### config.mk
export PLATFORM = sky130hd
export DESIGN_NAME = zx_keyboard_flat
export DESIGN_NICKNAME = d
export VERILOG_FILES = /design/src/rtl/zx_kbd_pkg.sv /design/src/rtl/zx_kbd_if.sv /design/src/rtl/zx_kbd_map.sv /design/src/rtl/zx_keyboard.sv /design/src/flat_wrapper.sv
export SDC_FILE = /design/constraint.sdc
export NUM_CORES = 1
export LEC_CHECK = 0
export CAP_MARGIN = 40
export CORE_MARGIN = 2
export CORE_UTILIZATION = 25
export DETAILED_ROUTE_END_ITERATION = 7
export PLACE_DENSITY = 0.54
export SETUP_SLACK_MARGIN = 0.1
export SLEW_MARGIN = 20
export SYNTH_ARGS = -nofsm -noshare
export SYNTH_HDL_FRONTEND = slang
export SYNTH_SLANG_ARGS = --single-unit
### constraint.sdc
create_clock -name clock -period 1.4 [get_ports clock]
set_clock_uncertainty 0.15 [all_clocks]
set_input_delay 0.21 -clock clock [delete_from_list [all_inputs] [get_ports clock]]
set_output_delay 0.21 -clock clock [all_outputs]
set_load 0.005 [all_outputs]
### src/rtl/zx_kbd_pkg.sv
// Shared constants, composite-key enum and the scancode-to-matrix lookup for the ZX keyboard.
package zx_kbd_pkg;

  localparam int ROWS  = 8;
  localparam int COLS  = 5;
  localparam int KEYS  = ROWS * COLS;
  localparam int CMP_N = 5;

  localparam logic [2:0] ROW_CAPS = 3'd0;
  localparam logic [2:0] COL_CAPS = 3'd0;
  localparam logic [2:0] ROW_SYM  = 3'd7;
  localparam logic [2:0] COL_SYM  = 3'd1;

  typedef enum logic [2:0] {
    CMP_BKSP  = 3'd0,
    CMP_LEFT  = 3'd1,
    CMP_DOWN  = 3'd2,
    CMP_UP    = 3'd3,
    CMP_RIGHT = 3'd4
  } cmp_e;

  localparam logic [7:0] SC_BKSP  = 8'h66;
  localparam logic [7:0] SC_LEFT  = 8'h6B;
  localparam logic [7:0] SC_DOWN  = 8'h72;
  localparam logic [7:0] SC_UP    = 8'h75;
  localparam logic [7:0] SC_RIGHT = 8'h74;
  localparam logic [7:0] SC_F12   = 8'h07;

  typedef struct packed {
    logic       valid;
    logic       composite;
    logic [2:0] cmp_idx;
    logic [2:0] row;
    logic [2:0] col;
  } kbd_entry_t;

  function automatic logic [5:0] key_bit(input logic [2:0] r, input logic [2:0] c);
    return 6'(r) * 6'd5 + 6'(c);
  endfunction

  function automatic kbd_entry_t key(input logic [2:0] r, input logic [2:0] c);
    kbd_entry_t e;
    e = '0;
    e.valid = 1'b1;
    e.row   = r;
    e.col   = c;
    return e;
  endfunction

  function automatic kbd_entry_t cmp(input cmp_e i);
    kbd_entry_t e;
    e = '0;
    e.valid     = 1'b1;
    e.composite = 1'b1;
    e.cmp_idx   = i;
    return e;
  endfunction

  // CAPS SHIFT plus the digit key each composite PC key stands for
  function automatic logic [KEYS-1:0] cmp_mask(input logic [2:0] idx);
    logic [KEYS-1:0] m;
    m = '0;
    m[key_bit(ROW_CAPS, COL_CAPS)] = 1'b1;
    case (idx)
      CMP_BKSP:  m[key_bit(3'd4, 3'd0)] = 1'b1;
      CMP_LEFT:  m[key_bit(3'd3, 3'd4)] = 1'b1;
      CMP_DOWN:  m[key_bit(3'd4, 3'd4)] = 1'b1;
      CMP_UP:    m[key_bit(3'd4, 3'd3)] = 1'b1;
      CMP_RIGHT: m[key_bit(3'd4, 3'd2)] = 1'b1;
      default:   m = '0;
    endcase
    return m;
  endfunction

  function automatic kbd_entry_t kbd_lookup(input logic [7:0] code);
    kbd_entry_t e;
    e = '0;
    case (code)
      8'h12: e = key(ROW_CAPS, COL_CAPS);
      8'h1A: e = key(3'd0, 3'd1);  8'h22: e = key(3'd0, 3'd2);
      8'h21: e = key(3'd0, 3'd3);  8'h2A: e = key(3'd0, 3'd4);
      8'h1C: e = key(3'd1, 3'd0);  8'h1B: e = key(3'd1, 3'd1);  8'h23: e = key(3'd1, 3'd2);
      8'h2B: e = key(3'd1, 3'd3);  8'h34: e = key(3'd1, 3'd4);
      8'h15: e = key(3'd2, 3'd0);  8'h1D: e = key(3'd2, 3'd1);  8'h24: e = key(3'd2, 3'd2);
      8'h2D: e = key(3'd2, 3'd3);  8'h2C: e = key(3'd2, 3'd4);
      8'h16: e = key(3'd3, 3'd0);  8'h1E: e = key(3'd3, 3'd1);  8'h26: e = key(3'd3, 3'd2);
      8'h25: e = key(3'd3, 3'd3);  8'h2E: e = key(3'd3, 3'd4);
      8'h45: e = key(3'd4, 3'd0);  8'h46: e = key(3'd4, 3'd1);  8'h3E: e = key(3'd4, 3'd2);
      8'h3D: e = key(3'd4, 3'd3);  8'h36: e = key(3'd4, 3'd4);
      8'h4D: e = key(3'd5, 3'd0);  8'h44: e = key(3'd5, 3'd1);  8'h43: e = key(3'd5, 3'd2);
      8'h3C: e = key(3'd5, 3'd3);  8'h35: e = key(3'd5, 3'd4);
      8'h5A: e = key(3'd6, 3'd0);  8'h4B: e = key(3'd6, 3'd1);  8'h42: e = key(3'd6, 3'd2);
      8'h3B: e = key(3'd6, 3'd3);  8'h33: e = key(3'd6, 3'd4);
      8'h29: e = key(3'd7, 3'd0);  8'h14: e = key(ROW_SYM, COL_SYM);
      8'h59: e = key(ROW_SYM, COL_SYM);
      8'h3A: e = key(3'd7, 3'd2);  8'h31: e = key(3'd7, 3'd3);  8'h32: e = key(3'd7, 3'd4);
      SC_BKSP:  e = cmp(CMP_BKSP);
      SC_LEFT:  e = cmp(CMP_LEFT);
      SC_DOWN:  e = cmp(CMP_DOWN);
      SC_UP:    e = cmp(CMP_UP);
      SC_RIGHT: e = cmp(CMP_RIGHT);
      default:  e = '0;
    endcase
    return e;
  endfunction

endpackage

### src/rtl/zx_kbd_if.sv
// PS/2 key-event stream from user_io: one-clock strobe with make/break flag and scancode.
interface zx_kbd_if;
  logic       kstb;
  logic       make;
  logic [7:0] code;

  modport master (output kstb, make, code);
  modport slave  (input  kstb, make, code);
endinterface

### src/rtl/zx_kbd_map.sv
// Combinational scancode decode to a matrix position or composite-key flag.
module zx_kbd_map
  import zx_kbd_pkg::*;
(
  input  logic [7:0] code,
  output kbd_entry_t ent
);
  assign ent = kbd_lookup(code);
endmodule

### src/rtl/zx_keyboard.sv
// ZX Spectrum 8x5 keyboard matrix fed by PS/2 key events; registered active-low column read.
// Optional KBD_JOY_EN: joystick ORed into the matrix as Sinclair-1 (keys 6,7,8,9,0).
module zx_keyboard
  import zx_kbd_pkg::*;
#(
  parameter bit JOY_ACTIVE_LOW = 1'b0
) (
  input  logic            clock,
  input  logic            reset,
  zx_kbd_if.slave         kbd,
  input  logic [7:0]      joy,
  input  logic [7:0]      row,
  output logic [4:0]      col,
  output logic [KEYS-1:0] held
);

  kbd_entry_t      ent;
  logic [KEYS-1:0] held_q;
  logic [CMP_N-1:0] cmp_q;
  logic [KEYS-1:0] eff;
  logic [COLS-1:0] sel_p0;
  logic [COLS-1:0] col_p1;

  zx_kbd_map u_map (
    .code (kbd.code),
    .ent  (ent)
  );

`ifdef KBD_JOY_EN
  logic [7:0] joy_v;
  logic       joy_unused;
  assign joy_v      = joy ^ {8{JOY_ACTIVE_LOW}};
  assign joy_unused = ^joy_v[7:5];
`else
  logic joy_unused;
  assign joy_unused = ^{joy, JOY_ACTIVE_LOW};
`endif

  // make is active-low: a press sets the bit, a break clears it
  always_ff @(posedge clock or posedge reset) begin
    if (reset) begin
      held_q <= '0;
      cmp_q  <= '0;
    end else if (kbd.kstb) begin
      if (kbd.code == SC_F12) begin
        if (!kbd.make) begin
          held_q <= '0;
          cmp_q  <= '0;
        end
      end else if (ent.valid) begin
        if (ent.composite) cmp_q[ent.cmp_idx] <= !kbd.make;
        else               held_q[key_bit(ent.row, ent.col)] <= !kbd.make;
      end
    end
  end

  always_comb begin
    eff = held_q;
    for (int i = 0; i < CMP_N; i++)
      if (cmp_q[i]) eff = eff | cmp_mask(3'(i));
`ifdef KBD_JOY_EN
    eff[20 +: 5] = eff[20 +: 5] | {joy_v[1], joy_v[0], joy_v[2], joy_v[3], joy_v[4]};
`endif
  end

  // p0: OR the selected half-rows
  always_comb begin
    sel_p0 = '0;
    for (int r = 0; r < ROWS; r++)
      if (!row[r]) sel_p0 = sel_p0 | eff[r*COLS +: COLS];
  end

  // p1: registered active-low column read
  always_ff @(posedge clock or posedge reset) begin
    if (reset) col_p1 <= 5'h1F;
    else       col_p1 <= ~sel_p0;
  end

  assign col  = col_p1;
  assign held = held_q;

endmodule
### src/flat_wrapper.sv
// flat-port wrapper written by rule: the top's interface ports become plain ports
module zx_keyboard_flat import zx_kbd_pkg::*;
#(
  parameter bit JOY_ACTIVE_LOW = 1'b0
)
  (clock, reset, joy, row, col, held, kbd_kstb, kbd_make, kbd_code);
  zx_kbd_if kbd_i ();
  input  logic clock;
  input  logic reset;
  input  logic [7:0] joy;
  input  logic [7:0] row;
  output logic [4:0] col;
  output logic [KEYS-1:0] held;
  input wire logic [$bits(kbd_i.kstb)-1:0] kbd_kstb;
  input wire logic [$bits(kbd_i.make)-1:0] kbd_make;
  input wire logic [$bits(kbd_i.code)-1:0] kbd_code;
  assign kbd_i.kstb = kbd_kstb;
  assign kbd_i.make = kbd_make;
  assign kbd_i.code = kbd_code;
  zx_keyboard #(.JOY_ACTIVE_LOW(JOY_ACTIVE_LOW)) u_core (.clock(clock), .reset(reset), .kbd(kbd_i), .joy(joy), .row(row), .col(col), .held(held));
endmodule
==> results.md, run 1 <==
* Status: finished with violations
* Violated checks: negative setup slack
* DR pass1 iterations at 6
* WHS at 146 ps
* Reported net switching power at 1.54 mW
* Synth Register Bits at 50
* Pin count of the biggest net entering global routing at 41
* Startpoint Class: primary input
* Syn Inst Count at 476
* Comb pwr share at 37.5%
* PortBufs at 64
* Die X at 129 µm
* Area Overhead vs Synth at 84.9%
* Setup TNS at -81590 ps
* DR vias/cell at 5.41
* DR vias at 4896
* Starting DRT DRC Count at 440
* I/O pin count at 73
* Critical Path Max Stage Delay at 400 ps
* Clock buffer depth at 2
* Clock latency at the later pin of the worst-skew pair at 300 ps
* Routed wire length at 16.7 mm
* Critical Path Slowest Stage Cell: fa_2
* CP Capture Type: flop
* Num CTS Buffers at 5
* Sw frac at 34.7%
* Filler cells at 1410
* Final Cycle Share at 246%
* Register area share after synthesis at 32.2%
* Layout Nets at 736
* Maximum VDD drop at 0.450 mV
* Register area at 1260 µm²
* Remaining antenna violation count at 0
* Minimum clock period at 3440 ps
* Layout cells sized above 1 at 50.3%
* Crit path kind: in2reg
* # setup viols final at 46
* Die height at 129 µm
* Setup WS post-layout at -2040 ps
* Initial Util at 25.6%
* Max-Cap Viols at 0
* RSZ-0062 raised after global routing: true
* Clk sinks at 50
* Count leader, synth: nand2_1
* Crit path cell chain: clkdlybuf4s15_2 > buf_12 > buf_4 > buf_4 > buf_4 > nand4_1 > a311oi_2 > buf_4 > buf_4 > a211o_1 > inv_1 > ha_2 > fa_2 > buf_6 > and2_1 > o22ai_4 > nand2b_4 > buf_6 > nor2_4 > a32oi_1 > nand2_1
* Core Box Area at 15300 µm²
* Syn_nets at 519
* Slew Limit Fails at 0
* CTS tree: built
* GRT Total Usage at 19.4%
* WP buf/inv at 10
* Syn. warnings at 0
* Dominant cells by area after synthesis: dfrtp_1, a32oi_1, nand2_1, ha_1, nor2_1
* Root Driver: clkbuf_16
* Vias in the first global route at 4806
* Leakage at 3.05 nW
* # rows at 45
* Area leader, netlist: dfrtp_1
* Initial antenna violation count at 0
* Power per cell area at 615 nW/µm²
* Clk slew on worst S/H paths at 80 ps
* Drt drc at 0
* Grt total ovfl at 0
* Crit path max-delay family: buffers and inverters
* CP Max Fanout at 7
* P_int at 2.90 mW
* Top-area cell type share of the netlist area at 28.8%
* EDFF count, synth at 0
* # diodes at 0
* Hold Crit Class: in2async
* Die area at 16700 µm²
* Commonest cells post-synth: nand2_1, nor2_1, dfrtp_1
* HPWL Detailed at 11.4 mm
* CP required at 1430 ps
* Final Hold Fails at 0
* Clock Power Share at 28.9%
* Cell variety after synth at 57
* DR WL/cell at 18.5 µm
* Post-CTS Hold Fix Bufs at 0
* Critical path arrival at 3480 ps
* CP dominant cell by count: buf_4
* Async SR Flop Fraction at 100%
* Least-Margin Pin Slew at 524 ps
* Mapped Area at 3910 µm²
* Avg Cell Area, Syn at 8.21 µm²
* Multi-input logic area at 3280 µm²
* Max_slew headroom at 65.1%
* Routability-driven placement congestion ratio at 0.924
* Global-route wire length before repair at 25.6 mm
* Sequential share of power at 33.6%
* Prevailing post-synth register cell: dfrtp_1
* Max Fclk at 290 MHz
* H-tree lvl count at 2
## final timing paths
| kind | cells past startpoint | to | slack, ps | from |
|---|---|---|---|---|
| worst min-delay path | 3 | u_core.cmp_q[2] | 150 | reset |
| worst min register to register | 2 | u_core.held[5] | 390 | u_core.held[5] |
| worst max register to register | 3 | u_core.col[3] | -60 | u_core.held[3] |
| worst max-delay path | 21 | u_core.held[36] | -2040 | kbd_code[4] |
| max in group asynchronous | 3 | u_core.col[0] | 640 | reset |
| min in group clock | 4 | u_core.col[2] | 330 | row[2] |
## state kept, by name, indices dropped and copies added (netlist names)
name          flops
u_core.cmp_q      5
u_core.col        5
u_core.held      40
## stage by stage
stage | cells | util [%] | setup WS [ps] | instance area (µm²) | power (mW)
after CTS | 893 | 44.4 | -2050 | 6770 | 4.25
final | 905 | 47.4 | -2040 | 7230 | 4.44
after floorplan | 476 | - | -2010 | 4190 | 2.23
after global placement | 829 | 37.9 | -2840 | 5780 | 2.75
after global routing | 905 | 47.4 | -2170 | 7230 | 4.62
after detailed placement | 829 | 37.9 | -2860 | 5780 | 2.76
## layer usage
| metal | wire, µm | global-route usage (%) |
|---|---|---|
| met4 | 369 | 4.03 |
| met2 | 8000 | 33.2 |
| met5 | 0 | 0 |
| met3 | 1030 | 2.81 |
| met1 | 7350 | 26.2 |
## power by group through the flow
stage / Clock [mW] / Sequential, mW / Combinational (mW)
after CTS: 1.28 / 1.49 / 1.49
after detailed placement: 0 / 1.52 / 1.24
after global routing: 1.35 / 1.50 / 1.78
after global placement: 0 / 1.52 / 1.23
after floorplan: 0 / 1.51 / 0.719
final: 1.28 / 1.49 / 1.67
## layout by cell type, fill, tap and decap left out, types with 8 or more instances in the layout
master,n
a211o_1,11
a21oi_1,11
inv_1,15
dfrtp_1,40
o311ai_4,8
a32oi_1,36
buf_6,37
nand2_1,52
nand2b_1,8
clkdlybuf4s15_1,26
nor2_4,14
ha_4,9
buf_4,138
clkdlybuf4s50_1,11
buf_2,12
nor2_2,9
o211ai_1,23
buf_12,9
nor2_1,23
## worst register-to-register path, stage by stage, from the launching register on
cell	delay, ps
dfrtp_2	420
buf_6	130
a222oi_1	460
o211a_1	240
## kinds of logic after synthesis
kind of cell,after synthesis,share of synthesized area (%)
AO/OA/AOI/OAI,165,32.6
XOR/XNOR,5,1.12
adder cells (fa/ha/maj),15,4.99
buffers and inverters,63,7.23
flip-flops,50,32.2
multiplexers,3,0.800
AND/OR/NAND/NOR,175,21.1
## repair_timing
action	in CTS	in global routing
pin swaps	63	70
cloned	3	0
resized for setup	223	95
setup endpoints to repair	93	70
setup buffers	54	14
## cell type report
| type | count | share of cell area, % |
|---|---|---|
| well taps | 211 | 3.65 |
| clock buffers | 5 | 1.73 |
| clock inverters | 3 | 0.329 |
| flip-flops and latches | 50 | 17.5 |
| repair buffers | 245 | 29.8 |
| multi-input cells | 365 | 45.4 |
| inverters | 26 | 1.56 |
(Power assumes the default switching activity.)
==> run 2: changes to the inputs <==
--- a/config.mk
+++ b/config.mk
@@ -6,10 +6,12 @@
 export NUM_CORES = 1
 export LEC_CHECK = 0
 export CAP_MARGIN = 40
+export CORE_ASPECT_RATIO = 0.5
 export CORE_MARGIN = 2
 export CORE_UTILIZATION = 25
+export CTS_CLUSTER_DIAMETER = 100
 export DETAILED_ROUTE_END_ITERATION = 7
-export PLACE_DENSITY = 0.54
+export PLACE_DENSITY = 0.52
 export SETUP_SLACK_MARGIN = 0.1
 export SLEW_MARGIN = 20
 export SYNTH_ARGS = -nofsm -noshare
==> constraint.sdc (replaced) <==
create_clock -name clock -period 3.35 [get_ports clock]
set_clock_uncertainty 0.15 [all_clocks]
set_input_delay 0.5025 -clock clock [delete_from_list [all_inputs] [get_ports clock]]
set_output_delay 0.5025 -clock clock [all_outputs]
set_load 0.005 [all_outputs]
==> results.md, run 2 (same netlist as run 1, synthesis figures left out) <==
* Clock latency at the later pin of the worst-skew pair at 300 ps
* Initial antenna violation count at 0
* Max_slew headroom at 64.8%
* Die height at 92.4 µm
* Filler cells at 1486
* Die X at 181 µm
* H-tree lvl count at 2
* CP dominant cell by count: ha_4
* Minimum clock period at 3820 ps
* # setup viols final at 40
* Max-Cap Viols at 0
* # diodes at 0
* Remaining antenna violation count at 0
* HPWL Detailed at 11.1 mm
* Pin count of the biggest net entering global routing at 38
* Routed wire length at 15.4 mm
* # rows at 32
* I/O pin count at 73
* DR vias/cell at 5.53
* Clk slew on worst S/H paths at 70 ps
* Hold Crit Class: in2async
* PortBufs at 64
* Post-CTS Hold Fix Bufs at 0
* Reg-to-Reg End: u_core.col[0]
* Max reg flops at 40
* Violated checks: negative setup slack
* Global-route wire length before repair at 24.2 mm
* Critical path arrival at 3850 ps
* Crit path cell chain: buf_8 > clkinvlp_4 > ha_4 > and2_4 > o311ai_4 > o311ai_2 > a21oi_2 > nor3_2 > ha_1 > ha_4 > ha_4 > a21o_1 > a21oi_4 > buf_6 > xor2_4 > nand2_8 > o311ai_4 > nand2_1
* Core Box Area at 15300 µm²
* Dpl ws at -1310 ps
* Setup WS post-layout at -474 ps
* RSZ-0062 raised after global routing: true
* Reported net switching power at 0.605 mW
* Setup TNS at -16060 ps
* Non-filler cells, final at 825
* Max Fclk at 262 MHz
* Clk sinks at 50
* Final Cycle Share at 114%
* Crit path kind: in2reg
* DR vias at 4564
* CP required at 3380 ps
* Sequential share of power at 31.9%
* Most frequent cells in the layout: buf_4, clkdlybuf4s50_1, nand2_1
* CTS tree: built
* Slew Limit Fails at 0
* Critical Path Slowest Stage Cell: ha_1
* Comb pwr share at 33.1%
* Grt total ovfl at 0
* Start of the worst register-to-register path: u_core.cmp_q[0]
* Clock Power Share at 35.1%
* Final Hold Fails at 0
* Least-Margin Pin Slew at 528 ps
* Placed Instances at 798
* GRT Total Usage at 18.0%
* Maximum VDD drop at 0.232 mV
* Critical Path Max Stage Delay at 330 ps
* Power per cell area at 304 nW/µm²
* R2r setup slk at 1710 ps
* Leakage at 2.71 nW
* DR pass1 iterations at 5
* Layout Nets at 663
* Startpoint Class: primary input
* Commonest non-fill, non-tap cell in the layout: buf_4
* P_int at 1.36 mW
* Starting DRT DRC Count at 430
* Drt drc at 0
* Vias in the first global route at 4267
* Root Driver: clkbuf_16
* Initial Util at 25.5%
* Die area at 16700 µm²
* Routability-driven placement congestion ratio at 0.877
* R2r worst-path depth at 3
* Clock buffer depth at 2
* Sw frac at 30.8%
* Layout cells sized above 1 at 34.6%
* CP Max Fanout at 7
* Setup crit start: kbd_code[0]
* Status: finished with violations
* Area Overhead vs Synth at 65.6%
* DR WL/cell at 18.7 µm
* CP Capture Type: flop
* Num CTS Buffers at 5
run 2: worst max-delay path by stage:
stage	slack (ps)	cells past startpoint	to
floorplan	-360	17	u_core.held[11]
finish	-470	18	u_core.held[3]
CTS	-460	17	u_core.held[32]
detailed placement	-1310	17	u_core.held[32]
global placement	-1260	17	u_core.held[32]
global route	-570	18	u_core.held[3]
run 2: cell type report:
type / count / area (µm²) / area share [%]
sequential: 50 / 1260 / 19.4
timing repair buffer: 173 / 1650 / 25.5
clock buffer: 6 / 139 / 2.15
inverter: 26 / 109 / 1.68
tap: 204 / 255 / 3.94
multi-input combinational: 364 / 3000 / 46.3
clock inverter: 2 / 60.1 / 0.928
run 2: critical path, delay by kind of cell:
kind            cells  cell delay [ps]
compound gates      6             1200
xor+xnor            1              310
fa+ha+maj           4             1060
buf+inv             3              320
simple gates        4              420
run 2: through the flow:
step	cell area (µm²)	hold WS, ps	utilization, %	total power [mW]
after floorplan	4150	339	-	0.928
after global placement	5600	361	36.5	1.16
after detailed placement	5600	362	36.5	1.16
after CTS	6200	371	40.5	1.91
after global routing	6470	395	42.2	2.04
final	6470	356	42.2	1.97
run 2: layer usage:
metal	GRT usage (%)	vias up	wire (µm)
li1	-	2117	-
met1	26.0	2235	7280
met2	28.3	179	6920
met3	2.36	33	811
met4	5.11	0	420
met5	0	-	0
run 2: timing repair:
item	4_1_cts	5_1_grt
pin swaps	48	45
buffers inserted	7	9
gates resized for setup	81	34
setup endpoints to repair	40	40
gates cloned	2	1
run 2: power groups by stage:
stage,Clock (mW),Sequential [mW],Combinational (mW)
final,0.689,0.626,0.650
after global routing,0.719,0.627,0.693
after CTS,0.692,0.625,0.592
after detailed placement,0,0.637,0.527
after global placement,0,0.637,0.526
after floorplan,0,0.632,0.296
==> run 3: changes to the inputs <==
--- a/config.mk
+++ b/config.mk
@@ -12,6 +12,7 @@
 export CTS_CLUSTER_DIAMETER = 100
 export DETAILED_ROUTE_END_ITERATION = 7
 export PLACE_DENSITY = 0.52
+export RECOVER_POWER = 50
 export SETUP_SLACK_MARGIN = 0.1
 export SLEW_MARGIN = 20
 export SYNTH_ARGS = -nofsm -noshare
==> results.md, run 3 (same netlist as run 1, synthesis figures left out) <==
* Dpl ws at -1310 ps
* Max-Cap Viols at 0
* Status: finished with violations
* Drt drc at 0
* # setup viols final at 40
* Setup WS post-layout at -459 ps
* Hold Crit Class: reg2reg
* Critical Path Max Stage Delay at 330 ps
* Layout cells sized above 1 at 34.1%
* Max Fclk at 263 MHz
* Starting DRT DRC Count at 386
* Crit path kind: in2reg
* Routability-driven placement congestion ratio at 0.877
* Commonest non-fill, non-tap cell in the layout: buf_4
* Remaining antenna violation count at 0
* R2r setup slk at 1730 ps
* Slew Limit Fails at 0
* Clk slew on worst S/H paths at 70 ps
* H-tree lvl count at 2
* # rows at 32
* Filler cells at 1488
* Pin count of the biggest net entering global routing at 38
* Final Cell Area at 6460 µm²
* Critical path arrival at 3840 ps
* Num CTS Buffers at 5
* I/O pin count at 73
* Die area at 16700 µm²
* Max_slew headroom at 31.5%
* HPWL Detailed at 11.1 mm
* Area Overhead vs Synth at 65.4%
* Violated checks: negative setup slack
* Minimum clock period at 3810 ps
* CP required at 3380 ps
* CTS tree: built
* Most frequent cells in the layout: buf_4, clkdlybuf4s50_1, nand2_1
* CP Max Fanout at 7
* Total power at 1.96 mW
* Final Hold Fails at 0
* Setup crit start: kbd_code[0]
* Power per cell area at 304 nW/µm²
* GRT Total Usage at 18.0%
* R2r worst-path depth at 3
* Maximum VDD drop at 0.232 mV
* Placed cell areas at 5600 µm²
* DR vias/cell at 5.48
* DR vias at 4518
* CP Capture Type: flop
* Clock buffer depth at 2
* Root Driver: clkbuf_16
* Post-CTS Hold Fix Bufs at 0
* Die X at 181 µm
* Global-route wire length before repair at 24.2 mm
* # diodes at 0
* DR WL/cell at 18.7 µm
* Final Cycle Share at 114%
* Die height at 92.4 µm
* Grt total ovfl at 0
* Routed wire length at 15.4 mm
* Startpoint Class: primary input
* Leakage at 2.71 nW
* Least-Margin Pin Slew at 1030 ps
* CP dominant cell by count: ha_4
* Initial Util at 25.5%
* Crit path capture: u_core.held[3]
* Crit path max-delay family: compound AO/OA/AOI/OAI gates
* RSZ-0062 raised after global routing: true
* Reg-to-Reg End: u_core.col[0]
* PortBufs at 64
* Crit path cell chain: buf_8 > clkinvlp_4 > ha_4 > and2_4 > o311ai_4 > o311ai_2 > a21oi_2 > nor3_2 > ha_1 > ha_4 > ha_4 > a21o_1 > a21oi_4 > buf_6 > xor2_4 > nand2_8 > o311ai_4 > nand2_1
* Clock latency at the later pin of the worst-skew pair at 300 ps
* Clk sinks at 50
* Max reg flops at 40
* Layout Nets at 663
* Core Box Area at 15300 µm²
* WP buf/inv at 3
* Start of the worst register-to-register path: u_core.cmp_q[0]
* Number of cells on the critical path at 18
* DR pass1 iterations at 7
* WHS at 376 ps
* Vias in the first global route at 4267
* Critical Path Slowest Stage Cell: ha_1
* Initial antenna violation count at 0
==> run 3: area by class of cell <==
| cell class | instances | area, µm² | share of cell area (%) |
|---|---|---|---|
| Clock buffer | 6 | 139 | 2.15 |
| Clock inverter | 2 | 60.1 | 0.929 |
| Inverter | 26 | 109 | 1.68 |
| Multi-Input combinational cell | 364 | 3000 | 46.4 |
| Sequential cell | 50 | 1260 | 19.5 |
| Tap cell | 204 | 255 | 3.95 |
| Timing Repair Buffer | 173 | 1640 | 25.4 |
==> run 3: timing repair <==
item,CTS,global route
endpoints found under the setup margin,40,40
gates cloned,2,1
setup buffers,7,9
resized for setup,81,34
pin swaps,48,45
==> run 3: worst min path at each step <==
stage,startpoint,endpoint,cells past startpoint
4_1_cts,reset,u_core.held[16],2
5_1_grt,u_core.held[5],u_core.held[5],2
2_1_floorplan,u_core.cmp_q[3],u_core.cmp_q[3],1
6_report,u_core.held[7],u_core.held[7],2
3_5_place_dp,u_core.held[5],u_core.held[5],2
3_3_place_gp,u_core.held[4],u_core.held[4],2
==> run 3: tightest hold or removal path, delay by kind of cell, from the launching register on <==
kind,cells,cell delay [ps]
flops,1,370
compound gates,1,70
simple gates,1,60
==> run 3: where the power goes <==
| part | internal, mW | switching, mW | leakage [nW] | total, mW |
|---|---|---|---|---|
| Clock | 0.449 | 0.239 | 0.0971 | 0.688 |
| Sequential | 0.614 | 0.0127 | 0.472 | 0.626 |
| Combinational | 0.296 | 0.353 | 2.14 | 0.649 |
| Total | 1.36 | 0.604 | 2.71 | 1.96 |
==> run 3: per-layer routing <==
layer	vias to the layer above	share of wire, %	GRT usage [%]
met5	-	0	0
li1	2104	-	-
met1	2196	47	26.0
met4	0	2.6	5.11
met3	31	5.7	2.36
met2	187	45	28.3
==> run 3: per-stage QoR <==
step / cells / utilization [%] / setup TNS [ps]
floorplan: 476 / - / -11970
global placement: 798 / 36.5 / -47720
detailed placement: 798 / 36.5 / -49890
CTS: 815 / 40.5 / -15810
global route: 825 / 42.2 / -19920
finish: 825 / 42.2 / -15370
